File: config.mk
export PLATFORM = sky130hd
export DESIGN_NAME = rr_mux4_arbiter
export DESIGN_NICKNAME = d
export VERILOG_FILES = /design/src/rtl/rr_mux4_arbiter.sv
export SDC_FILE = /design/constraint.sdc
export NUM_CORES = 1
export LEC_CHECK = 0
export CELL_PAD_IN_SITES_DETAIL_PLACEMENT = 0
export CELL_PAD_IN_SITES_GLOBAL_PLACEMENT = 1
export CORE_UTILIZATION = 29
export CTS_CLUSTER_SIZE = 40
export DETAILED_ROUTE_END_ITERATION = 16
export GPL_TIMING_DRIVEN = 0
export PLACE_DENSITY_LB_ADDON = 0.1
export SLEW_MARGIN = 30
export SYNTH_ARGS = -nofsm -noshare
export SYNTH_HDL_FRONTEND = slang
export SYNTH_SLANG_ARGS = --single-unit
File: constraint.sdc
create_clock -name clk -period 5.65 [get_ports clk]
set_input_delay 0.565 -clock clk [delete_from_list [all_inputs] [get_ports clk]]
set_output_delay 0.565 -clock clk [all_outputs]
set_load 0.01 [all_outputs]
File: src/rtl/rr_mux4_arbiter.sv
// Four-way round-robin arbiter that drives a shared 4:1 mux, holds each grant for a whole
// packet, and forwards beats through a registered valid/ready output stage.
module rr_mux4_arbiter #(
    parameter int WIDTH = 32
) (
    input  logic             clk,
    input  logic             rst,
    input  logic [3:0]       req,
    input  logic [3:0]       last,
    input  logic [WIDTH-1:0] d0,
    input  logic [WIDTH-1:0] d1,
    input  logic [WIDTH-1:0] d2,
    input  logic [WIDTH-1:0] d3,
    output logic [3:0]       ack,
    output logic [3:0]       gnt,
    output logic [1:0]       sel,
    output logic             out_valid,
    output logic [WIDTH-1:0] out_data,
    output logic             out_last,
    output logic [1:0]       out_src,
    input  logic             out_ready
);

    typedef enum logic {
        IDLE,
        LOCKED
    } state_t;

    state_t           state, state_nxt;
    logic [3:0]       gnt_nxt;
    logic [1:0]       sel_nxt;
    logic [1:0]       rr_ptr, rr_ptr_nxt;
    logic [1:0]       cand;
    logic [1:0]       pick;
    logic             pick_found;
    logic             space;
    logic             accept;
    logic [WIDTH-1:0] mux_data;

    // Scan starts just after the last served requester, so it gets lowest priority.
    always_comb begin
        pick       = '0;
        pick_found = 1'b0;
        cand       = '0;
        for (int unsigned k = 1; k <= 4; k++) begin
            cand = rr_ptr + 2'(k);
            if (!pick_found && req[cand]) begin
                pick       = cand;
                pick_found = 1'b1;
            end
        end
    end

    always_comb begin
        mux_data = '0;
        case (sel)
            2'd0:    mux_data = d0;
            2'd1:    mux_data = d1;
            2'd2:    mux_data = d2;
            default: mux_data = d3;
        endcase
    end

    assign space  = !out_valid || out_ready;
    assign accept = (state == LOCKED) && req[sel] && space;
    assign ack    = accept ? (4'b0001 << sel) : 4'b0000;

    always_ff @(posedge clk or posedge rst) begin
        if (rst) begin
            state  <= IDLE;
            gnt    <= '0;
            sel    <= '0;
            rr_ptr <= 2'd3;
        end else begin
            state  <= state_nxt;
            gnt    <= gnt_nxt;
            sel    <= sel_nxt;
            rr_ptr <= rr_ptr_nxt;
        end
    end

    always_comb begin
        state_nxt  = state;
        gnt_nxt    = gnt;
        sel_nxt    = sel;
        rr_ptr_nxt = rr_ptr;
        case (state)
            IDLE: begin
                if (pick_found) begin
                    gnt_nxt   = 4'b0001 << pick;
                    sel_nxt   = pick;
                    state_nxt = LOCKED;
                end
            end
            LOCKED: begin
                if (accept && last[sel]) begin
                    rr_ptr_nxt = sel;
                    gnt_nxt    = '0;
                    state_nxt  = IDLE;
                end
            end
            default: state_nxt = IDLE;
        endcase
    end

    always_ff @(posedge clk or posedge rst) begin
        if (rst) begin
            out_valid <= 1'b0;
            out_data  <= '0;
            out_last  <= 1'b0;
            out_src   <= '0;
        end else if (accept) begin
            out_valid <= 1'b1;
            out_data  <= mux_data;
            out_last  <= last[sel];
            out_src   <= sel;
        end else if (out_ready) begin
            out_valid <= 1'b0;
        end
    end

endmodule

==> metrics, run 1 <==
run status=finished clean; number of search-and-repair iterations in the first detailed-routing pass=4; Post-Synthesis Cells=178; unrepaired setup endpoints after global routing=no; complex-gate fraction of the synthesized area=4.41%; cell area after placement=slightly below 5000 µm²; combinational family with the most area after synthesis=multiplexers; count of maximum capacitance violations=0; Max IR drop VDD=0.000183 V; detailed-route via count=2363; average wire per cell in the routed design=about 16 µm; endpoints failing setup=0; count of buffers added by post-CTS timing repair for setup=0; WS Path Type=flop to output pin; hold violation total from the final report=0; crit start category=flop; utilization after layout=52.6%; flop and latch count out of synthesis=45; portion of the clock cycle consumed by the worst path in the final layout=51.7%; CTS HTree Levels=2; vias per cell=about 4.7; number of unique standard cell types used by synthesis=33; DP HPWL=6.65 mm; TritonCTS clock tree=yes; shortest period the worst path allows=about 2900 ps; portion of the post-synthesis area used by sequential elements=40.6%; worst slack, placed=~2900 ps; Die Area=9980 µm²; Leak Pwr=a little under 2 nW; Setup WS post-layout=2730 ps; highest attainable clock frequency=between 300 and 400 MHz; area of the core=9280 µm²; global-route track usage on met2=approximately 29%; GR Overflow Total=0; drt drc=0; transition time at the pin with the least slew margin=577 ps; required time worst endpoint=roughly 5000 ps; Inserted Clock Buffers=5; antenna fix cells=0; insertion delay to the later sink of the worst-skew pair=300 ps; aggregate routed wire length=8.20 mm; worst endpoint data arrival time=2350 ps; number of buffers on the longest clock path=2; power density over the cells=470 nW/µm²; Final nets=between 500 and 600; Die Span Y=99.9 µm; clock slew at the register clock pins of the worst setup and hold paths=80 ps; Post-Synth Simple-Gate Area=under 10%; count of hold buffers inserted by post-cts repair=0; wire length of the first global-routing pass=about 13 mm; post-synth design cell area=2780 µm²; global routing usage summed across all routing layers=16.6%; type of destination of the critical path=output pin; initial core utilization=between 20% and 30%; commonest non-fill, non-tap cell in the layout=sky130_fd_sc_hd__clkdlybuf4s50_1; pin count of the biggest net entering global routing=25; share of post-route cells with drive strength above 1=25.9%; DRT antenna net count=0; met1 GRT Util=approximately a fifth; final weighted congestion in routability-driven placement=0.732; I/O pin cnt=185; number of antenna violations at the first check in global routing=0; Primary FF master, synth=sky130_fd_sc_hd__dfrtp_1; maximum fanout along the worst path=10; root buf cell=sky130_fd_sc_hd__clkbuf_8; area growth from synthesis to final layout=75.7%; cells resized by post-CTS repair=0; commonest non-fill, non-tap cells in the layout=sky130_fd_sc_hd__clkdlybuf4s50_1 (184), sky130_fd_sc_hd__dfrtp_1 (43), sky130_fd_sc_hd__mux4_2 (33); fill count=841; proportion of register bits with asynchronous set or reset after synthesis=100%; XOR/XNOR Fraction of Synth Area=0%; count of pins over their slew limit=0; count of flip-flops with a built-in enable after synthesis=0; Syn Nets=roughly 320; number of design-rule violations left by the first detailed-router iteration=84; Worst Hold Class=flop to flop; summed area of non-filler cells in the final layout=4890 µm²; total of warnings raised by yosys=0; Syn Area/Cell=15.6 µm²; adder and majority gate portion of the synthesized area=0%; routing layer with the top usage in global route=met2; final std cells w/o fill=500; vias in the first global route=2604; standard-cell rows=35; aggregate negative setup slack=0 ps; number of placed instances, taps included=492; I/O Buffers=184; Max-Slew Margin vs Limit=61.5%; die width=99.9 µm; met3 usage=5.01%; Clock Skews=8.46 ps; total number of clock tree sinks=45; proportion of synthesized area in mux cells=45.6%
==> layer usage <==
metal  wire length, µm  vias to the layer above
li1                  -                     1080
met1              3150                     1146
met2              4060                      125
met3               787                       12
met4               198                        0
met5                 0                        -
==> power breakdown <==
| group | internal, W | switching (W) |
|---|---|---|
| logic | 0.000946 | 0.000556 |
| registers | 0.000496 | 0.000105 |
| clock network | 0.0000860 | 0.000110 |
| total | 0.00153 | 0.000770 |
==> state kept, by name, indices dropped and copies added (netlist names) <==
signal,cells
out_data,32
gnt,4
out_src,2
rr_ptr,2
sel,2
out_last,1
out_valid,1
state,1
==> cells by family after synthesis <==
group | after synthesis
buf+inv | 17
simple gates | 27
mux | 70
compound gates | 19
flops | 45
==> Yosys cell counts (2+ instances only) <==
master                      n  area (µm²)
sky130_fd_sc_hd__dfrtp_1   43        1080
sky130_fd_sc_hd__mux4_2    33         743
sky130_fd_sc_hd__mux2_4    29         435
sky130_fd_sc_hd__mux2_2     7        78.8
sky130_fd_sc_hd__nor2_1     7        26.3
sky130_fd_sc_hd__nand2_1    5        18.8
sky130_fd_sc_hd__o21ai_0    5        25.0
sky130_fd_sc_hd__buf_2      4        20.0
sky130_fd_sc_hd__buf_6      4        45.0
sky130_fd_sc_hd__inv_1      4        15.0
sky130_fd_sc_hd__nand2b_1   4        25.0
sky130_fd_sc_hd__o22ai_1    4        25.0
sky130_fd_sc_hd__a21oi_1    3        15.0
sky130_fd_sc_hd__clkbuf_1   3        11.3
sky130_fd_sc_hd__or2_2      3        18.8
sky130_fd_sc_hd__dfstp_2    2        52.6
sky130_fd_sc_hd__nand3_1    2        10.0
==> through the flow <==
step                power, W  hold WS, ps
floorplan            0.00154          518
CTS                  0.00234          498
finish               0.00230          488
detailed placement   0.00213          478
global route         0.00245          529
global placement     0.00212          460
==> critical path: stages, from the launching register on <==
cell and delay [ps]:
sky130_fd_sc_hd__dfrtp_1 410, sky130_fd_sc_hd__buf_2 320, sky130_fd_sc_hd__buf_1 460, sky130_fd_sc_hd__inv_1 190
sky130_fd_sc_hd__nor2_1 140, sky130_fd_sc_hd__clkdlybuf4s50_1 540
==> area by class of cell <==
class | count | area [µm²] | area share, %
Clock buffer | 6 | 72.6 | 1.49
Buffer | 13 | 87.6 | 1.79
Sequential cell | 45 | 1130 | 23.1
Timing Repair Buffer | 185 | 1860 | 38.1
Inverter | 4 | 15.0 | 0.307
Multi-Input combinational cell | 116 | 1550 | 31.7
Clock inverter | 2 | 10.0 | 0.205
Tap cell | 129 | 161 | 3.30
==> path summary, 6_finish.rpt <==
kind | from | endpoint | slack [ps] | cells past startpoint
max | sel[1] | ack[3] | 2730 | 5
min | out_last | out_last | 490 | 1
min in group asynchronous | rst | out_data[30] | 610 | 2
min reg2reg | out_last | out_last | 490 | 1
max in group asynchronous | rst | rr_ptr[1] | 4450 | 3
max reg2reg | sel[1] | out_data[17] | 3620 | 4
Power figures use the tool's default switching activity.
==> inputs of run 2 (changes only) <==
- CORE_UTILIZATION: 29 -> 25
- clock period: 5.65 -> 2.38 ns (I/O delays scaled with it)
==> run 2 against run 1 <==
  * Flip-flop and latch count unchanged
  * Clock skew decreased by 1.6 ps
  * Clock power increased to 3.1 times the previous value
  * Global-route usage decreased by 1.3 points
  * Cell area increased by 0.59%
  * Count of clock-buffer cells in the layout increased by 1
  * Largest cell class unchanged
  * Highest routed layer unchanged
==> metrics, run 2 (same netlist as run 1, synthesis figures left out) <==
run status=finished clean (unchanged); Clock Skews=6.91 ps (was 8.46 ps); Max-Slew Margin vs Limit=59.6% (was 61.5%); number of placed instances, taps included=502 (was 492); endpoints failing setup=0 (unchanged); area growth from synthesis to final layout=76.8% (was 75.7%); CTS HTree Levels=2 (unchanged); end of the worst register-to-register path=out_data[22] (was out_data[17]); global routing usage summed across all routing layers=15.3% (was 16.6%); FF-to-FF path depth=4 (unchanged); setup slack of the worst register-to-register path=270 ps (was 3620 ps); Setup WS post-layout=217 ps (was 2730 ps); GR Overflow Total=0 (unchanged); total number of clock tree sinks=45 (unchanged); overall power after layout=0.00556 W (was 0.00230 W); unrepaired setup endpoints after global routing=no (unchanged); crit start category=primary input (was flop); DRT antenna net count=0 (unchanged); Inserted Clock Buffers=5 (unchanged); aggregate routed wire length=8.47 mm (was 8.20 mm); commonest non-fill, non-tap cell in the layout=sky130_fd_sc_hd__clkdlybuf4s50_1 (unchanged); hold_ws=362 ps (was 488 ps); type of destination of the critical path=output pin (unchanged); Die Area=11500 µm² (was 9980 µm²); detailed-route via count=2375 (was 2363); register containing the most flip-flops in the final layout=out_data (unchanged); final std cells w/o fill=509 (was 500); Final nets=507 (was 509); transition time at the pin with the least slew margin=606 ps (was 577 ps); number of antenna violations at the first check in global routing=0 (unchanged); vias in the first global route=2603 (was 2604); area of the core=10800 µm² (was 9280 µm²); root buf cell=sky130_fd_sc_hd__clkbuf_8 (unchanged); power density over the cells=1130 nW/µm² (was 470 nW/µm²); number of flip-flops in the largest register=32 (unchanged); die width=107 µm (was 99.9 µm); I/O pin cnt=185 (unchanged); required time worst endpoint=2140 ps (was 5090 ps); clock slew at the register clock pins of the worst setup and hold paths=80 ps (about the same); crit path launch=req[1] (was sel[1]); maximum fanout along the worst path=6 (was 10); standard-cell rows=38 (was 35); insertion delay to the later sink of the worst-skew pair=300 ps (about the same); commonest non-fill, non-tap cells in the layout=sky130_fd_sc_hd__clkdlybuf4s50_1 (184), sky130_fd_sc_hd__dfrtp_1 (43), sky130_fd_sc_hd__mux4_2 (33) (unchanged); shortest period the worst path allows=2160 ps; count of pins over their slew limit=0 (unchanged); hold violation total from the final report=0 (unchanged); vias per cell=4.67 (was 4.73); share of post-route cells with drive strength above 1=25.7% (was 25.9%); count of hold buffers inserted by post-cts repair=0 (unchanged); highest attainable clock frequency=462 MHz; drt drc=0 (unchanged); TritonCTS clock tree=yes (unchanged); final weighted congestion in routability-driven placement=0.705 (was 0.732); antenna fix cells=0 (unchanged); reg-to-reg critical path startpoint=sel[1] (unchanged); count of maximum capacitance violations=0 (unchanged); wire length of the first global-routing pass=13.5 mm (was 12.7 mm); portion of the clock cycle consumed by the worst path in the final layout=90.9%; number of buffers on the longest clock path=2 (unchanged); initial core utilization=25.6% (was 29.9%); fill count=1040 (was 841); number of search-and-repair iterations in the first detailed-routing pass=4 (unchanged); Max IR drop VDD=0.000398 V (was 0.000183 V); largest registers=out_data: 32 flops, gnt: 4 flops (unchanged); pin count of the biggest net entering global routing=46 (was 25); Die Span Y=107 µm (was 99.9 µm); DP HPWL=6.66 mm (was 6.65 mm); I/O Buffers=184 (unchanged); number of design-rule violations left by the first detailed-router iteration=76 (was 84); WS Path Type=primary input to output pin (was flop to output pin); worst endpoint data arrival time=1920 ps (was 2350 ps); Worst Hold Class=primary input to async pin (was flop to flop); Leak Pwr=1.97 nW (about the same); aggregate negative setup slack=0 ps (unchanged); worst setup path endpoint=ack[3] (unchanged); worst slack, placed=20.3 ps (was 2860 ps); average wire per cell in the routed design=16.6 µm (was 16.4 µm)
## run 2: changes by cell type in the layout (fill, tap and decap cells not counted), sizes merged
cell	delta
clkinv	-2
bufinv	+1
buf	-3
clkbuf	+2
## run 2: where the power goes
part           total, W  internal, W  switching (W)
clock network  0.000608     0.000343       0.000265
registers       0.00142      0.00118       0.000241
logic           0.00354      0.00224        0.00129
total           0.00556      0.00376        0.00180
## run 2: area by class of cell
| type | count | area (µm²) | area share (%) |
|---|---|---|---|
| timing repair buffer | 184 | 1840 | 37.5 |
| multi-input combinational | 116 | 1550 | 31.5 |
| sequential | 45 | 1130 | 23.0 |
| tap | 140 | 175 | 3.56 |
| clock buffer | 7 | 86.3 | 1.76 |
| buffer | 12 | 86.3 | 1.76 |
| clock inverter | 1 | 30.0 | 0.611 |
| inverter | 4 | 17.5 | 0.356 |
## run 2: critical path, cell delays in order
cell and delay (ps):
sky130_fd_sc_hd__clkdlybuf4s50_1 570, sky130_fd_sc_hd__mux2_4 210, sky130_fd_sc_hd__nand4_2 180, sky130_fd_sc_hd__nor2_1 170, sky130_fd_sc_hd__clkdlybuf4s50_1 550
## run 2: what timing repair did
| item | in CTS | in global routing |
|---|---|---|
| gates resized for setup | 0 | 1 |
| endpoints found under the setup margin | 4 | 2 |
| buffers inserted | 0 | 0 |
| pin swaps | 0 | 0 |
| cloned | 0 | 0 |
## run 2: worst min-delay path by stage
| stage | start | endpoint | slack [ps] | depth (start not counted) |
|---|---|---|---|---|
| global placement | out_last | out_last | 470 | 1 |
| finish | rst | out_data[9] | 360 | 2 |
| detailed placement | out_last | out_last | 470 | 1 |
| CTS | rst | out_data[11] | 390 | 2 |
| global route | rst | out_data[13] | 420 | 2 |
| floorplan | req[2] | state | 440 | 2 |
## run 2: layer usage
layer | global-route usage [%] | share of wire (%) | routed length, µm | vias to the layer above
li1 | - | - | - | 1078
met4 | 3.33 | 0.80 | 68 | 0
met1 | 19.0 | 41 | 3430 | 1180
met3 | 4.12 | 9.1 | 774 | 7
met2 | 26.3 | 49 | 4190 | 110
met5 | 0 | 0 | 0 | -
## run 2: metrics by stage
step	util [%]	cell area, µm²
final	45.3	4910
after global routing	45.3	4910
after CTS	45.3	4910
after detailed placement	44.3	4800
after global placement	44.3	4800
after floorplan	-	2780
